==> config.mk <==
export PLATFORM = sky130hd
export DESIGN_NAME = serial_sub4
export DESIGN_NICKNAME = d
export VERILOG_FILES = /design/src/rtl/serial_sub4.sv
export SDC_FILE = /design/constraint.sdc
export NUM_CORES = 1
export LEC_CHECK = 0
export CORE_UTILIZATION = 42
export DETAILED_ROUTE_END_ITERATION = 10
export PLACE_DENSITY = 0.66
export SYNTH_ARGS = -nofsm -noshare
export SYNTH_HDL_FRONTEND = slang
export SYNTH_SLANG_ARGS = --single-unit
==> constraint.sdc <==
create_clock -name clk -period 1.4 [get_ports clk]
set_input_delay 0.28 -clock clk [delete_from_list [all_inputs] [get_ports clk]]
set_output_delay 0.28 -clock clk [all_outputs]
set_load 0.05 [all_outputs]
==> src/rtl/serial_sub4.sv <==
// Bit-serial two's-complement subtractor: A - B computed LSB first through one
// full-adder slice (B inverted, carry-in 1), with a start/busy/done handshake.
module serial_sub4 #(
    parameter int WIDTH = 4
) (
    input  logic             clk,
    input  logic             rst,
    input  logic             start,
    input  logic [WIDTH-1:0] a,
    input  logic [WIDTH-1:0] b,
    output logic             busy,
    output logic             done,
    output logic [WIDTH-1:0] diff,
    output logic             borrow,
    output logic             ovf
);

    localparam int CNT_W = (WIDTH > 2) ? $clog2(WIDTH) : 1;

    typedef enum logic [1:0] {
        S_IDLE = 2'd0,
        S_RUN  = 2'd1,
        S_DONE = 2'd2
    } state_t;

    state_t             r_state;
    state_t             w_state_next;
    logic [WIDTH-1:0]   r_a;
    logic [WIDTH-1:0]   r_b;
    logic [WIDTH-2:0]   r_part;
    logic [CNT_W-1:0]   r_cnt;
    logic               r_carry;
    logic [WIDTH-1:0]   r_diff;
    logic               r_borrow;
    logic               r_ovf;

    logic               w_accept;
    logic               w_last;
    logic               w_nb;
    logic               w_sum;
    logic               w_cout;
    logic [WIDTH-1:0]   w_shift;

    // A start is honoured in IDLE and DONE alike; it is ignored while running.
    assign w_accept = (r_state != S_RUN) && start;
    assign w_last   = (r_state == S_RUN) && (r_cnt == CNT_W'(WIDTH - 1));

    assign w_nb    = ~r_b[0];
    assign w_sum   = r_a[0] ^ w_nb ^ r_carry;
    assign w_cout  = (r_a[0] & w_nb) | (r_a[0] & r_carry) | (w_nb & r_carry);
    assign w_shift = {w_sum, r_part};

    always_ff @(posedge clk) begin
        if (rst) begin
            r_state <= S_IDLE;
        end else begin
            r_state <= w_state_next;
        end
    end

    always_comb begin
        w_state_next = r_state;
        case (r_state)
            S_IDLE:  if (start) w_state_next = S_RUN;
            S_RUN:   if (w_last) w_state_next = S_DONE;
            S_DONE:  w_state_next = start ? S_RUN : S_IDLE;
            default: w_state_next = S_IDLE;
        endcase
    end

    always_comb begin
        busy = (r_state == S_RUN);
        done = (r_state == S_DONE);
    end

    always_ff @(posedge clk) begin
        if (rst) begin
            r_a      <= '0;
            r_b      <= '0;
            r_part   <= '0;
            r_cnt    <= '0;
            r_carry  <= 1'b0;
            r_diff   <= '0;
            r_borrow <= 1'b0;
            r_ovf    <= 1'b0;
        end else if (w_accept) begin
            r_a     <= a;
            r_b     <= b;
            r_carry <= 1'b1;
            r_cnt   <= '0;
        end else if (r_state == S_RUN) begin
            r_a     <= r_a >> 1;
            r_b     <= r_b >> 1;
            r_carry <= w_cout;
            r_cnt   <= r_cnt + CNT_W'(1);
            r_part  <= w_shift[WIDTH-1:1];
            // On the MSB cycle r_carry is the carry into the MSB, w_cout the carry out.
            if (w_last) begin
                r_diff   <= w_shift;
                r_borrow <= ~w_cout;
                r_ovf    <= r_carry ^ w_cout;
            end
        end
    end

    assign diff   = r_diff;
    assign borrow = r_borrow;
    assign ovf    = r_ovf;

endmodule

==> flow_summary.yaml <==
setup_path:
  rr_worst_depth: 5
  critical_path.max_stage_delay_ns: 0.33
  crit_chain: "nand2b_1 > inv_2 > buf_12"
  crit_start: "r_state[1]"
  r2r_start: "r_cnt[0]"
  worstSetupPathType: "reg2out"
  startpoint_type: "register"
  timing.rr.end: "diff[3]"
  crit_cells: 3
  cp_max_fo: 3
  cp-endpoint: "busy"
  cp_top_family: "flip-flops"
  cp.required_ns: 1.12
  r2r_setup_slack_ns: 0.14
  crit_slowest_cell: "dfxtp_1"
  worstSetupEndpointType: "primary output"
  cp.arrival_ns: 1.04
  critPathBufInv: 2
synthesis:
  ys.warnings.count: 0
  synth_cell_type_count: 24
  syn-mean-instance-area_sq_um: 10.7
  syn_nets: 105
  synth-seq-cells: 22
  synth_cells: 92
  syn_area_sq_um: 988
  ys_seq_area_share_pct: 44.6
grt:
  antenna_found_initial: 0
  grt_max_degree: 23
  grt_pass1_vias: 653
  grt-ovfl-total: 0
  grt_usage_pct: 14.2
  grt_pass1_wl_um: 2750
place:
  pre_cts_ws_ns: -0.00689
  io_buffers: 18
  dp.final_hpwl_um: 1160
  place_area_sq_um: 1300
  gp_congestion: 0.679
layout:
  fin_util_pct: 60.7
  layout.nets: 128
  regArea_sq_um: 440
  final_cell_area_sq_um: 1340
  fillers: 200
  drive_gt1_share_pct: 33.3
  most-common-layout-cells: "dfxtp_1, mux2i_1, nor2_1"
  mostFrequentLayoutCell: "dfxtp_1"
  multi_input_area_sq_um: 477
  syn2layout_area_growth_pct: 35.8
  n_antenna_cell: 0
clocking:
  cts_tree: "done"
  cts_made_buffers: 3
  clockRootBuffer: "clkbuf_4"
  htree_levels: 1
  clk_pin_slew_ns: 0.12
  clkLatencyLatePin_ns: 0.30
  cts_resized: 0
  cts_hold_buf: 0
  clockBufferDepth: 2
  postCtsSetupRepairBufs: 0
  clock-sinks: 22
route:
  dr.pass1.iters: 2
  via_per_inst: 4.87
  drc: 0
  vias: 692
  final_antenna_net_count: 0
  first_iter_violations: 4
  routed_wirelength_um: 1610
  wire_per_inst_um: 11.3
sta:
  slew_violations: 0
  fin_crit_ns: 1.32
  fin_ws_ns: 0.0751
  slew_headroom_pct: 88.0
  finClkSkew_ns: 0.00265
  tightest_slew_ns: 0.175
  final-setup-viol-count: 0
  hold_viol: 0
  holdWs_ns: 0.472
  fmax_ghz: 0.755
  rsz0062_at_grt: "no"
  fin_crit_sh_pct: 94.6
die:
  rows: 17
  die_area_sq_um: 2550
  start_util_pct: 44.7
  core-area_sq_um: 2210
  dieWidth_um: 50.5
  fp.dieH_um: 50.5
  ios: 19
hold_path:
  hold_path_class: "reg2reg"
  whs_path_depth: 2
power:
  power.total_mw: 1.25
  internal-power_uw: 933
  power_frac_comb_pct: 17.9
  power_frac_clock_pct: 27.4
  ir_drop_mv: 0.816
  netSwitchingFraction_pct: 25.1
  p_seq_share_pct: 54.7
  power_density_nw_per_um2: 928
  power.leakage_nw: 0.516
  switchingPower_uw: 313
run_status:
  status: "completed"
flow_run:
  drv_cap: 0
[synthesized netlist by cell type]
| master | n | area share (%) |
|---|---|---|
| a211oi_2 | 8 | 10 |
| a21oi_1 | 1 | 0.51 |
| a21oi_2 | 4 | 3.5 |
| a2bb2oi_1 | 1 | 0.89 |
| and3b_1 | 1 | 0.89 |
| buf_1 | 1 | 0.38 |
| buf_12 | 1 | 2.0 |
| buf_2 | 1 | 0.51 |
| buf_6 | 3 | 3.4 |
| dfxtp_1 | 22 | 45 |
| fa_1 | 1 | 2.0 |
| ha_1 | 1 | 1.3 |
| inv_1 | 3 | 1.1 |
| mux2i_1 | 12 | 12 |
| nand2_1 | 4 | 1.5 |
| nand2_2 | 3 | 1.9 |
| nand2b_1 | 2 | 1.3 |
| nand3b_1 | 1 | 0.76 |
| nand3b_2 | 1 | 1.1 |
| nor2_1 | 12 | 4.6 |
| nor2_2 | 2 | 1.3 |
| nor2b_1 | 2 | 1.3 |
| nor3_1 | 4 | 2.0 |
| xnor2_1 | 1 | 0.89 |
[worst reg2reg max path, cell delays in order (launching register included)]
cell and delay (ns):
dfxtp_1 0.39, ha_1 0.18, and3b_1 0.21, buf_12 0.14, mux2i_1 0.18, nor2_1 0.05
[routing by layer]
layer	routed length, um	global-route usage [%]	vias to the layer above	part of all wire, %
met5	0	0	-	0
met4	14	5.56	0	0.87
met3	57	3.03	2	3.5
met2	768	24.7	14	48
met1	768	16.9	315	48
li1	-	-	361	-
[worst min path at each step]
stage / startpoint / endpoint
after global placement: r_part[0] / r_part[0]
after global routing: r_part[0] / r_part[0]
after detailed placement: r_part[0] / r_part[0]
after floorplan: rst / r_state[1]
after CTS: r_part[0] / r_part[0]
final: r_part[0] / r_part[0]
[metrics by stage]
step	TNS (ns)	std cells
5_1_grt	0	142
4_1_cts	0	142
3_3_place_gp	0	138
2_1_floorplan	0	92
3_5_place_dp	-0.00689	138
6_report	0	142
[power by group through the flow]
stage	clock [mW]	combinational [mW]	sequential, mW
floorplan	0	0.155	0.692
global placement	0	0.218	0.695
detailed placement	0	0.223	0.696
CTS	0.359	0.224	0.682
global route	0.380	0.241	0.687
finish	0.341	0.223	0.682
[sequential cells by signal, summed over array words and instances (netlist names)]
register and flops:
r_carry 1, borrow 1, r_cnt 2, r_state 2
diff 4, r_part 3, ovf 1, r_a 4
r_b 4
[cells by family after synthesis]
kind of cell    after synthesis  share of synthesized area [%]
xor+xnor                      1                          0.886
flops                        22                           44.6
mux                          12                           12.2
buf+inv                       9                           7.47
fa+ha+maj                     2                           3.29
compound gates               14                           15.1
simple gates                 32                           16.6
[final cells by class]
class,count,area share (%)
Inverter,3,0.839
Timing Repair Buffer,24,25.5
Clock buffer,4,2.70
Tap cell,28,2.61
Multi-Input combinational cell,61,35.5
Sequential cell,22,32.8
Power figures use the tool's default switching activity.
